--- config.mk ---
export PLATFORM = sky130hd
export DESIGN_NAME = hazard_ctrl
export DESIGN_NICKNAME = d
export VERILOG_FILES = /design/src/rtl/hazard_ctrl_pkg.sv /design/src/rtl/hazard_ctrl_fwd_select.sv /design/src/rtl/hazard_ctrl.sv
export SDC_FILE = /design/constraint.sdc
export NUM_CORES = 1
export LEC_CHECK = 0
export CORE_ASPECT_RATIO = 0.7
export CORE_MARGIN = 3
export CORE_UTILIZATION = 40
export CTS_BUF_LIST = sky130_fd_sc_hd__clkbuf_2
export DETAILED_ROUTE_END_ITERATION = 10
export PLACE_DENSITY_LB_ADDON = 0.08
export SYNTH_ARGS = -nofsm -noshare
export SYNTH_HDL_FRONTEND = slang
export SYNTH_SLANG_ARGS = --single-unit
--- constraint.sdc ---
create_clock -name clk -period 5.1 [get_ports clk]
set_clock_uncertainty 0.05 [all_clocks]
set_input_delay 1.02 -clock clk [delete_from_list [all_inputs] [get_ports clk]]
set_output_delay 1.02 -clock clk [all_outputs]
set_load 0.02 [all_outputs]
--- src/rtl/hazard_ctrl_pkg.sv ---
// Shared definitions for the pipeline hazard controller: forwarding-select
// encodings, sequencer states and the legal memory-latency range.
package hazard_ctrl_pkg;

  // ALU operand source select driven into the execute-stage operand muxes.
  typedef enum logic [1:0] {
    FWD_RF    = 2'b00,  // register-file read data
    FWD_MEMWB = 2'b01,  // MEM/WB write-back data
    FWD_EXMEM = 2'b10   // EX/MEM ALU result
  } fwd_sel_e;

  // Sequencer states: normal flow, or frozen behind a multi-cycle memory access.
  typedef enum logic {
    ST_RUN      = 1'b0,
    ST_MEM_WAIT = 1'b1
  } hz_state_e;

  // Legal data-memory latency range; the wait counter is 4 bits wide.
  localparam int MEM_LATENCY_MIN = 1;
  localparam int MEM_LATENCY_MAX = 16;

endpackage

--- src/rtl/hazard_ctrl_fwd_select.sv ---
// Combinational forwarding unit for one ALU operand. The youngest producer
// (EX/MEM) wins over MEM/WB, and register 0 is never forwarded.
module fwd_select
  import hazard_ctrl_pkg::*;
#(
  parameter int RA_W = 5
) (
  input  logic [RA_W-1:0] src,
  input  logic            mem_we,
  input  logic [RA_W-1:0] mem_dst,
  input  logic            wb_we,
  input  logic [RA_W-1:0] wb_dst,
  output logic [1:0]      sel
);

  // Priority select of the operand source.
  always_comb begin
    // NOTE: assign a default first so every path drives sel and no latch is inferred.
    sel = FWD_RF;
    if (mem_we && (mem_dst != '0) && (mem_dst == src)) begin
      sel = FWD_EXMEM;
    end else if (wb_we && (wb_dst != '0) && (wb_dst == src)) begin
      sel = FWD_MEMWB;
    end
  end

endmodule

--- src/rtl/hazard_ctrl.sv ---
// Central pipeline sequencer for the 5-stage core: operand forwarding,
// load-use stalls, branch flushes, memory-access freeze and a stall counter.
module hazard_ctrl
  import hazard_ctrl_pkg::*;
#(
  parameter int MEM_LATENCY = 1,
  parameter int RA_W        = 5
) (
  input  logic            clk,
  input  logic            rst,
  input  logic [RA_W-1:0] id_rs,
  input  logic [RA_W-1:0] id_rt,
  input  logic            id_uses_rt,
  input  logic [RA_W-1:0] ex_rs,
  input  logic [RA_W-1:0] ex_rt,
  input  logic            ex_mem_read,
  input  logic [RA_W-1:0] ex_dst,
  input  logic            mem_reg_write,
  input  logic [RA_W-1:0] mem_dst,
  input  logic            mem_access,
  input  logic            wb_reg_write,
  input  logic [RA_W-1:0] wb_dst,
  input  logic            branch_taken,
  output logic            pc_write,
  output logic            ifid_write,
  output logic            ifid_flush,
  output logic            idex_bubble,
  output logic            pipe_hold,
  output logic [1:0]      fwd_a,
  output logic [1:0]      fwd_b,
  output logic [31:0]     stall_cycles
);

  if ((MEM_LATENCY < MEM_LATENCY_MIN) || (MEM_LATENCY > MEM_LATENCY_MAX)) begin : g_bad_latency
    $error("hazard_ctrl: MEM_LATENCY out of range");
  end

  // A single-cycle memory never freezes the pipeline.
  localparam bit         FREEZE_EN = (MEM_LATENCY > 1);
  // The entry cycle is the first hold cycle, so the counter covers the rest.
  localparam logic [3:0] WAIT_INIT = FREEZE_EN ? 4'(MEM_LATENCY - 2) : 4'd0;

  hz_state_e  state;
  logic [3:0] cnt;
  logic       luse;
  logic       start_wait;
  logic [1:0] sel_a;
  logic [1:0] sel_b;

  fwd_select #(.RA_W(RA_W)) u_fwd_a (
    .src     (ex_rs),
    .mem_we  (mem_reg_write),
    .mem_dst (mem_dst),
    .wb_we   (wb_reg_write),
    .wb_dst  (wb_dst),
    .sel     (sel_a)
  );

  fwd_select #(.RA_W(RA_W)) u_fwd_b (
    .src     (ex_rt),
    .mem_we  (mem_reg_write),
    .mem_dst (mem_dst),
    .wb_we   (wb_reg_write),
    .wb_dst  (wb_dst),
    .sel     (sel_b)
  );

  // Forwarding stays live during hold; only reset forces the regfile source.
  assign fwd_a = rst ? FWD_RF : sel_a;
  assign fwd_b = rst ? FWD_RF : sel_b;

  // Load in EX whose destination feeds a source of the instruction in ID.
  assign luse = ex_mem_read && (ex_dst != '0) &&
                ((ex_dst == id_rs) || (id_uses_rt && (ex_dst == id_rt)));

  // Pipeline control: freeze > flush > load-use stall > normal flow.
  always_comb begin
    pc_write    = 1'b1;
    ifid_write  = 1'b1;
    ifid_flush  = 1'b0;
    idex_bubble = 1'b0;
    pipe_hold   = 1'b0;
    start_wait  = 1'b0;
    if (rst) begin
      // Reset holds the defaults: fetch enabled, nothing flushed or frozen.
    end else if ((state == ST_MEM_WAIT) && (cnt != 4'd0)) begin
      pipe_hold  = 1'b1;
      pc_write   = 1'b0;
      ifid_write = 1'b0;
    end else if ((state == ST_RUN) && mem_access && FREEZE_EN) begin
      // The release cycle (MEM_WAIT, cnt==0) skips this branch, so the
      // access still sitting in EX/MEM does not re-trigger the wait.
      pipe_hold  = 1'b1;
      pc_write   = 1'b0;
      ifid_write = 1'b0;
      start_wait = 1'b1;
    end else if (branch_taken) begin
      ifid_flush  = 1'b1;
      idex_bubble = 1'b1;
    end else if (luse) begin
      pc_write    = 1'b0;
      ifid_write  = 1'b0;
      idex_bubble = 1'b1;
    end
  end

  // Sequencer state, wait counter and saturating stall-cycle counter.
  always_ff @(posedge clk) begin
    // NOTE: non-blocking assignments keep every register updating from pre-edge values.
    if (rst) begin
      state        <= ST_RUN;
      cnt          <= 4'd0;
      stall_cycles <= 32'd0;
    end else begin
      case (state)
        ST_RUN: begin
          if (start_wait) begin
            state <= ST_MEM_WAIT;
            cnt   <= WAIT_INIT;
          end
        end
        ST_MEM_WAIT: begin
          if (cnt != 4'd0) begin
            cnt <= cnt - 4'd1;
          end else begin
            state <= ST_RUN;
          end
        end
        default: state <= ST_RUN;
      endcase
      if (!pc_write && (stall_cycles != 32'hFFFF_FFFF)) begin
        stall_cycles <= stall_cycles + 32'd1;
      end
    end
  end

endmodule
---- Word-level counts from Yosys, hierarchy flattened ----
Cells that the tools add are included.
cells by class
  mux-type cells .......................... 23
  eq/ne operators ......................... 8
  bitwise logic cells ..................... 1
  reductions and logical operators ........ 18
  $add $sub $neg .......................... 2
operators by type and width
  cell                                                    number
  adder 32 x 1 -> 32 bit (second input constant)          1
  inequality test 32 bit (second input constant)          1
  equality test 5 bit                                     6
  two-way mux 1 bit                                       16
  nonzero test 5 bit                                      3
  logical AND 1 bit                                       11
  two-way mux 2 bit                                       4
  two-way mux 4 bit                                       2
  nonzero test 4 bit                                      1
  subtractor 4 x 1 -> 4 bit (second input constant)       1
  inequality test 2 x 1 -> 1 bit (second input constant)  1
  one-hot mux 1 bit (2 select lines)                      1
  AND reduction 2 bit                                     1
  logical NOT 1 bit                                       1
  logical OR 1 bit                                        1
  inverter 1 bit                                          1
word-level totals
  register bits after elaboration ......... 37
  input port bits ......................... 43
  output and inout bits ................... 41
  logic and storage cells ................. 55

---- Depth between registers and ports, before layout ----
Gate-level depths: netlist of the first run.
  depth in word-level cells ............... 10
  mapped depth ............................ 9
  mapped depth without buffers ............ 8

---- Hierarchy ----
From an unflattened synthesis of the first run, not the netlist that was laid out.
second synthesis, totals
  cell total of the unflattened synthesis .. 289
  area, all modules ....................... 2477.4 µm²
by module, submodules not included
  module       cells each  area each (µm²)  instances  sequential area each (µm²)
  hazard_ctrl  249         2174.6           1          740.7
  fwd_select   20          151.4            2          0.0

---- Worst setup path before layout of the first run ----
No wires, ideal clock.
  path kind ............................... in2out
  start ................................... input port mem_dst[0]
  end ..................................... output port fwd_a[0]
  stages .................................. 4
  data required time ...................... 4.030 ns
  arrival time ............................ 2.658 ns
  setup slack ............................. 1.372 ns
  buffers on the path ..................... 0
  cells stage by stage .................... or4_1 o21ai_0 nor3_1 nor4_1
on the way
  cells in the longest elaborated chain, start to end .. 5
  elaborated cells on any way between the ends .. 6
  classes of those cells .................. eq/ne (1); mux (2); reduce/logical (3)
ends and longest elaborated chain
  element                line                          source
  start, declared        hazard_ctrl.sv:19             input logic [RA_W-1:0] mem_dst,
  nonzero test 5 bit     hazard_ctrl_fwd_select.sv:20  if (mem_we && (mem_dst != '0) && (mem_dst == src)) begin
  logical AND 1 bit      hazard_ctrl_fwd_select.sv:20
  logical AND 1 bit (*)  hazard_ctrl_fwd_select.sv:20
  two-way mux 2 bit (*)  hazard_ctrl_fwd_select.sv:20
  two-way mux 2 bit (*)  hazard_ctrl.sv:69             assign fwd_a = rst ? FWD_RF : sel_a;
  end, declared          hazard_ctrl.sv:29             output logic [1:0] fwd_a,
Mark *: on every way between the ends. The rest lies on a longest branch, timed or not.

---- Final worst setup path of the first run ----
  start ................................... input port mem_dst[0]
  end ..................................... output port fwd_b[0]
on the way
  cells in the longest elaborated chain, start to end .. 5
  elaborated cells on any way between the ends .. 6
  classes of those cells .................. eq/ne (1); mux (2); reduce/logical (3)
ends and longest elaborated chain
  element                line                          source
  nonzero test 5 bit     hazard_ctrl_fwd_select.sv:20
  logical AND 1 bit      hazard_ctrl_fwd_select.sv:20
  logical AND 1 bit (*)  hazard_ctrl_fwd_select.sv:20
  two-way mux 2 bit (*)  hazard_ctrl_fwd_select.sv:20
  two-way mux 2 bit (*)  hazard_ctrl.sv:70             assign fwd_b = rst ? FWD_RF : sel_b;
  end, declared          hazard_ctrl.sv:30             output logic [1:0] fwd_b,
Marked as above.

==> flow_summary.yaml, run 1 <==
worst_setup_path:
  worst_path_largest_cell_delay_ns: 0.66
  crit_path_start_kind: "input port"
  worstSetupPathType: "in -> out"
  cp_max_fo: 4
  worstPathCellList: "clkdlybuf4s50_1 > or4_1 > o21ai_0 > nor3_1 > nor4_1 > clkdlybuf4s50_1"
  path_delay_family: "buffers and inverters"
  endpoint_kind: "primary output"
  critPathArrivalTime_ns: 3.49
  path_buf_inv: 2
  required_ns: 4.03
  path_common_cell: "clkdlybuf4s50_1"
  slowest_stage: "clkdlybuf4s50_1"
logic_synthesis:
  yosysSeqAreaShare: 0.306
  synth_common_cells: "dfxtp_1, a21oi_1, xnor2_1"
  ys_types: 57
  yosys.area.top_type: "dfxtp_1"
  synthMostInstantiatedCell: "dfxtp_1"
  synth_edf_count: 0
  synth_top_area_frac: 0.306
  synth_cells: 280
  synth_flop_cell: "dfxtp_1"
  yosys_warnings: 0
  synthArstFlopShare: 0
  netlist_area_mm2: 0.00242
  ys_seq_elements: 37
  postSynthAreaPerCell_um2: 8.64
  syn_nets: 325
  synth_area_leaders: "dfxtp_1, xnor2_1, xor2_1"
final_layout:
  drive_gt1_frac: 0.0912
  nFillCells: 554
  antenna_cells: 0
  area_growth_pct: 38.5
  fin_area_mm2: 0.00335
  fin_nets: 406
  final_cells: 437
sta:
  drv_slew: 0
  layout_setup_ws_ns: 0.542
  fin_setup_tns_ns: 0
  fin_crit_ns: 4.56
  rsz0062_at_grt: "false"
  fmaxAchievable_ghz: 0.219
  setup_violations: 0
  min_period_over_period: 0.894
  relSlewSlack: 0.604
  tightest_slew_ns: 0.592
  hold_viol: 0
cts:
  numClockSinks: 37
  cts_tree: "built"
  cts_setup_buffers: 0
  clkTransAtPathRegs_ns: 0.17
  htreeDepth: 2
  clk_latency_ns: 0.40
  cts_resized: 0
  numCtsBuffers: 5
  cts-hold-fix-buffers: 0
  cts-root-buf: "clkbuf_2"
  clockBufferDepth: 2
placed_design:
  place.gp.congestion: 0.840
  post-place-ws_ns: 0.527
  portBuffers: 82
  place_inst: 429
  dpl.hpwl_um: 4620
  place_area_mm2: 0.00326
detailed_routing:
  drt-wirelength-per-cell_um: 13.6
  wl_um: 5940
  drc: 0
  ant_nets: 0
  drtIter0Drc: 87
  via_per_inst: 5.34
  first_pass_iters: 5
  vias: 2332
floorplan:
  core.rowCount: 23
  initial_core_util: 0.418
  die_w_um: 98.9
  dieArea_mm2: 0.00703
  io_pins: 84
  core_mm2: 0.00578
  die_y_um: 71.1
run_status:
  status: "completed"
worst_hold_path:
  worstHoldPathType: "reg -> reg"
grt:
  grt_pass1_wl_um: 9820
  grt-ovfl-total: 0
  antenna_found_initial: 0
  grt_pass1_vias: 2115
  grtUsageTotal: 0.168
  grt_max_degree: 43
flow_run:
  max-cap-violations: 0
power:
  power_uw: 609
  vdd_ir_drop_max_v: 0.000103
  power_leakage_nw: 1.10
  powerDensity_mw_per_mm2: 182
[worst min-delay path, delay by kind of cell (launching register included)]
kind / cells / cell delay, ns
and+or+nand+nor: 1 / 0.09
DFF: 1 / 0.35
buffers and inverters: 1 / 0.04
[final cells by class]
type	count	area (µm²)	area share
inverters	7	26.3	0.00784
well taps	75	93.8	0.0280
flip-flops and latches	37	741	0.221
repair buffers	84	836	0.249
clock buffers	5	25.0	0.00747
multi-input cells	226	1560	0.467
clock inverters	3	65.1	0.0194
[cell families (layout without fill, tap and decap cells)]
kind of cell | after synthesis | after routing | synth area share
buffers and inverters | 17 | 99 | 0.0471
and+or+nand+nor | 124 | 124 | 0.320
adders and majority gates | 2 | 2 | 0.0103
AOI/OAI and AO/OA | 60 | 60 | 0.166
muxes | 4 | 4 | 0.0197
xor gates and xnor gates | 36 | 36 | 0.130
DFF | 37 | 37 | 0.306
[routing by layer]
layer / part of all wire / up-vias / global-route usage
met5: 0 / - / 0
met4: 0.0013 / 0 / 0.0318
met3: 0.078 / 2 / 0.0483
met2: 0.42 / 82 / 0.251
met1: 0.50 / 1045 / 0.242
li1: - / 1203 / -
[worst paths after layout]
kind	endpoint	cells after the start	slack [ns]	from
max	fwd_b[0]	6	0.54	mem_dst[0]
min	state	2	0.45	state
max reg2reg	stall_cycles[20]	9	2.70	cnt[0]
min reg2reg	state	2	0.45	state
[state kept, by name (all words and copies together), names as in the netlist]
signal and flops:
state 1, cnt 4, stall_cycles 32
[metrics by stage]
step / utilization / hold slack, ns
floorplan: - / 0.409
global placement: 0.564 / 0.423
detailed placement: 0.564 / 0.432
CTS: 0.579 / 0.455
global route: 0.579 / 0.485
finish: 0.579 / 0.448
[layout by cell type, fill, tap and decap left out, types with 15 or more instances in the layout]
| cell | instances |
|---|---|
| a21oi_1 | 21 |
| dfxtp_1 | 37 |
| clkdlybuf4s50_1 | 82 |
| nor2_1 | 17 |
| or3_1 | 16 |
| xor2_1 | 15 |
| nand3_1 | 17 |
| xnor2_1 | 21 |
| nand2_1 | 17 |
| o21ai_0 | 16 |
[power breakdown]
part,leakage [nW],switching [mW],internal [mW]
Sequential,0.298,0.000105,0.290
Combinational,0.754,0.0364,0.0491
Clock,0.0529,0.102,0.131
Power figures use the tool's default switching activity.
==> run 2, diff against run 1 <==
Settings changed: CELL_PAD_IN_SITES_DETAIL_PLACEMENT set to 1, CELL_PAD_IN_SITES_GLOBAL_PLACEMENT set to 1, CORE_UTILIZATION 40 to 37.
==> run 2 against run 1 <==
  * Sequential power about the same
  * Hold slack improved by 0.010 ns
  * Critical path depth unchanged
  * Combinational power rose by 2.5%
  * Cell area down 0.78%
==> flow_summary.yaml, run 2 (synthesis gave the netlist of run 1 again) <==
power:
  powerDensity_mw_per_mm2: 171
  power_switching_uw: 145
  sw_frac_of_total: 0.255
  pwr-share-seq: 0.511
  power_uw: 567
  comb_power_share: 0.154
  vdd_ir_drop_max_v: 0.000104
  power_leakage_nw: 1.09
  internal_power_uw: 423
  p_clk_frac: 0.335
cts:
  clk_latency_ns: 0.41
  numClockSinks: 37
  cts-hold-fix-buffers: 0
  htreeDepth: 2
  clkTransAtPathRegs_ns: 0.18
  cts_setup_buffers: 0
  numCtsBuffers: 5
  cts_tree: "built"
  cts_resized: 0
  clockBufferDepth: 2
  cts-root-buf: "clkbuf_2"
final_layout:
  final_cell_mix: "clkdlybuf4s50_1, dfxtp_1, xnor2_1, a21oi_1"
  area_growth_pct: 37.5
  top_register: "stall_cycles"
  drive_gt1_frac: 0.0884
  antenna_cells: 0
  nFillCells: 735
  largest_reg_flops: 32
  final_common_cell: "clkdlybuf4s50_1"
  fin_nets: 406
  largestRegisters: "stall_cycles x32, cnt x4, state x1"
detailed_routing:
  drt-wirelength-per-cell_um: 16.1
  wl_um: 7050
  vias: 2422
  drc: 0
  drtIter0Drc: 66
  ant_nets: 0
  via_per_inst: 5.54
  first_pass_iters: 4
sta:
  fin_crit_ns: 4.59
  fmaxAchievable_ghz: 0.218
  layout_setup_ws_ns: 0.513
  relSlewSlack: 0.604
  tightest_slew_ns: 0.592
  min_period_over_period: 0.899
  drv_slew: 0
  rsz0062_at_grt: "false"
  setup_violations: 0
  fin_setup_tns_ns: 0
  hold_viol: 0
flow_run:
  max-cap-violations: 0
worst_setup_path:
  required_ns: 4.03
  crit_path_start_kind: "input port"
  worstSetupPathType: "in -> out"
  cp_max_fo: 4
  endpoint_kind: "primary output"
  critPathArrivalTime_ns: 3.52
run_status:
  status: "completed"
floorplan:
  die_y_um: 73.6
  die_w_um: 103
  core.rowCount: 23
  core_mm2: 0.00601
  initial_core_util: 0.402
  dieArea_mm2: 0.00756
  io_pins: 84
grt:
  grtUsageTotal: 0.200
  grt_max_degree: 43
  grt_pass1_wl_um: 12000
  grt-ovfl-total: 0
  antenna_found_initial: 0
  grt_pass1_vias: 2562
placed_design:
  dpl.hpwl_um: 5510
  place.gp.congestion: 0.801
  portBuffers: 82
  post-place-ws_ns: 0.521
worst_hold_path:
  worstHoldPathType: "reg -> reg"
[run 2: changes by cell type in the layout (fill, tap and decap cells not counted), sizes merged]
| cell | previous run | this run |
|---|---|---|
| clkbuf | 5 | 6 |
| bufinv | 2 | 1 |
[run 2: final timing paths]
check | from | to | slack (ns) | cells past startpoint
max | mem_dst[0] | fwd_a[0] | 0.51 | 6
min | state | state | 0.46 | 2
max reg2reg | cnt[0] | stall_cycles[19] | 2.66 | 8
min reg2reg | state | state | 0.46 | 2
[run 2: layout make-up]
type                       count  area (µm²)  area share
sequential                    37         741       0.223
timing repair buffer          84         836       0.251
multi-input combinational    226        1560       0.470
inverter                       7        26.3     0.00790
clock buffer                   6        30.0     0.00903
tap                           75        93.8      0.0282
clock inverter                 2        33.8      0.0102
[run 2: metal layers]
metal,track usage,wire length (µm)
met1,0.274,3470
met2,0.310,3110
met3,0.0607,413
met4,0.0451,51
met5,0,0
[run 2: power by group through the flow]
stage / combinational (mW) / clock [mW] / sequential (mW)
final: 0.0876 / 0.190 / 0.290
after detailed placement: 0.0887 / 0 / 0.296
after global routing: 0.0948 / 0.211 / 0.290
after global placement: 0.0864 / 0 / 0.296
after floorplan: 0.0388 / 0 / 0.296
after CTS: 0.0890 / 0.197 / 0.290
[run 2: critical path: stages]
cell	delay, ns
clkdlybuf4s50_1	0.47
or4_1	0.55
o21ai_0	0.39
nor3_1	0.11
nor4_1	0.30
clkdlybuf4s50_1	0.67
[run 2: stage by stage]
| step | util | hold slack [ns] | instances | cell area, µm² |
|---|---|---|---|---|
| after floorplan | - | 0.409 | 280 | 2420 |
| after global placement | 0.542 | 0.424 | 429 | 3260 |
| after detailed placement | 0.542 | 0.437 | 429 | 3260 |
| after CTS | 0.553 | 0.462 | 437 | 3320 |
| after global routing | 0.553 | 0.492 | 437 | 3320 |
| final | 0.553 | 0.458 | 437 | 3320 |
==> run 3, diff against run 2 <==
Settings changed: ABC_AREA set to 1, CORE_UTILIZATION 37 to 36.
==> run 3 against run 2 <==
  * Hold slack better by 0.0081 ns
  * Non-clock buffer count is 1 higher
  * Core utilization is 5.2 points lower
  * Wire length is 37% higher
  * Clock power is 28% lower
  * Cell count is 48% higher
  * Combinational power is 0.6% lower
  * Sequential share of layout area is 2.8 points lower
  * Power is 9.6% lower
  * Critical endpoint is now fwd_a[1]
  * Largest cell class unchanged
==> flow_summary.yaml, run 3 <==
sta:
  fin_crit_ns: 4.12
  tightest_slew_ns: 0.545
  fin_setup_tns_ns: 0
  hold_viol: 0
  fmaxAchievable_ghz: 0.243
  relSlewSlack: 0.636
  drv_slew: 0
  rsz0062_at_grt: "false"
  holdWs_ns: 0.466
  min_period_over_period: 0.809
  setup_violations: 0
worst_setup_path:
  endpoint_kind: "primary output"
  crit_path_start_kind: "input port"
  critPathArrivalTime_ns: 3.05
  reg2regPathDepth: 9
  cp-startpoint: "mem_dst[1]"
  worstSetupPathType: "in -> out"
  endpoint: "fwd_a[1]"
  reg2reg_slack_ns: 2.45
  cp_max_fo: 3
  required_ns: 4.03
  rr_startpoint: "stall_cycles[0]"
  r2r_end: "stall_cycles[23]"
final_layout:
  drive_gt1_frac: 0.0675
  fin_nets: 592
  area_growth_pct: 30.5
  antenna_cells: 0
  top_register: "stall_cycles"
  fin_util: 0.501
  final_cell_mix: "nand2_1, clkdlybuf4s50_1, nor2_1"
  largest_reg_flops: 32
  final_common_cell: "nand2_1"
  final_cells: 646
  nFillCells: 1050
  largestRegisters: "stall_cycles x32, cnt x4, state x1"
grt:
  grt_pass1_vias: 3288
  grt-ovfl-total: 0
  grtUsageTotal: 0.217
  antenna_found_initial: 0
  grt_max_degree: 38
  grt_pass1_wl_um: 16200
detailed_routing:
  drtIter0Drc: 139
  via_per_inst: 5.08
  drt-wirelength-per-cell_um: 14.9
  ant_nets: 0
  drc: 0
  first_pass_iters: 4
  vias: 3284
  wl_um: 9630
cts:
  cts_tree: "built"
  cts_setup_buffers: 0
  clockBufferDepth: 2
  cts-hold-fix-buffers: 0
  numCtsBuffers: 5
  cts_resized: 0
  clk_latency_ns: 0.40
  cts-root-buf: "clkbuf_2"
  numClockSinks: 37
  htreeDepth: 2
  clkTransAtPathRegs_ns: 0.20
floorplan:
  die_y_um: 81.2
  io_pins: 84
  initial_core_util: 0.384
  core.rowCount: 26
  dieArea_mm2: 0.00922
  die_w_um: 113
  core_mm2: 0.00758
power:
  powerDensity_mw_per_mm2: 135
  vdd_ir_drop_max_v: 0.0000821
  power_leakage_nw: 1.49
run_status:
  status: "completed"
logic_synthesis:
  yosys.area.top_type: "dfxtp_1"
  syn_nets: 515
  synth_cells: 470
  yosys_warnings: 0
  synth_edf_count: 0
  synth_top_area_frac: 0.255
  synthArstFlopShare: 0
  synth_flop_cell: "dfxtp_1"
  ys_seq_elements: 37
  synthMostInstantiatedCell: "nand2_1"
  yosysSeqAreaShare: 0.255
  synth_common_cells: "nand2_1, nor2_1, inv_1, nand3_1, dfxtp_1"
  synth_area_leaders: "dfxtp_1, nand2_1, nand3_1"
  ys_types: 31
  netlist_area_mm2: 0.00291
  postSynthAreaPerCell_um2: 6.19
placed_design:
  place.gp.congestion: 0.894
  place_inst: 638
  portBuffers: 82
  dpl.hpwl_um: 7610
worst_hold_path:
  worstHoldPathType: "reg -> reg"
flow_run:
  max-cap-violations: 0
run 3: changes by cell type in the layout (fill, tap and decap cells not counted), sizes merged, moves of 16 or more:
cell / delta
nand2: +124
inv: +47
nor2: +42
nand3: +31
or3: -16
run 3: kinds of logic (layout without fill, tap and decap cells):
| kind of cell | after synthesis | in the layout | share of synthesized area |
|---|---|---|---|
| AOI/OAI and AO/OA | 47 | 47 | 0.0851 |
| xor gates and xnor gates | 32 | 32 | 0.0963 |
| adders and majority gates | 2 | 2 | 0.00860 |
| buffers and inverters | 69 | 147 | 0.110 |
| DFF | 37 | 37 | 0.255 |
| and+or+nand+nor | 283 | 283 | 0.446 |
run 3: worst min path at each step:
stage / startpoint / endpoint / slack (ns) / depth (start not counted)
2_1_floorplan: cnt[2] / cnt[2] / 0.41 / 2
6_report: cnt[3] / cnt[3] / 0.47 / 2
5_1_grt: cnt[3] / cnt[3] / 0.49 / 2
3_3_place_gp: cnt[3] / cnt[3] / 0.43 / 2
4_1_cts: cnt[3] / cnt[3] / 0.47 / 2
3_5_place_dp: cnt[3] / cnt[3] / 0.44 / 2
run 3: final cells by class:
cell class | count | area, µm² | share of cell area
Clock buffer | 5 | 25.0 | 0.00659
Clock inverter | 3 | 12.5 | 0.00329
Inverter | 54 | 203 | 0.0534
Multi-Input combinational cell | 364 | 1850 | 0.487
Sequential cell | 37 | 741 | 0.195
Tap cell | 98 | 123 | 0.0323
Timing Repair Buffer | 85 | 843 | 0.222
run 3: where the power goes:
part	total, mW	internal [mW]	switching [mW]
registers	0.290	0.290	0.000216
clock network	0.136	0.0300	0.106
logic	0.0871	0.0466	0.0405
run 3: metrics by stage:
step | setup slack, ns | total power, mW | instance area [µm²]
2_1_floorplan | 1.88 | 0.332 | 2910
3_3_place_gp | 1.02 | 0.380 | 3760
3_5_place_dp | 1.00 | 0.383 | 3760
4_1_cts | 0.989 | 0.520 | 3800
5_1_grt | 0.701 | 0.543 | 3800
6_report | 0.977 | 0.513 | 3800
run 3: metal layers:
metal / share of wire / up-vias / wire length (µm) / track usage
li1: - / 1660 / - / -
met1: 0.51 / 1546 / 4960 / 0.315
met3: 0.050 / 8 / 484 / 0.0328
met4: 0.0057 / 0 / 55 / 0.0324
met5: 0 / - / 0 / 0
met2: 0.43 / 70 / 4140 / 0.347
run 3: worst max-delay path: stages:
cell,delay [ns]
clkdlybuf4s50_1,0.54
nor2_1,0.07
nand2_1,0.05
o21ai_0,0.10
nor4_1,0.46
inv_1,0.08
nor2_1,0.11
clkdlybuf4s50_1,0.62
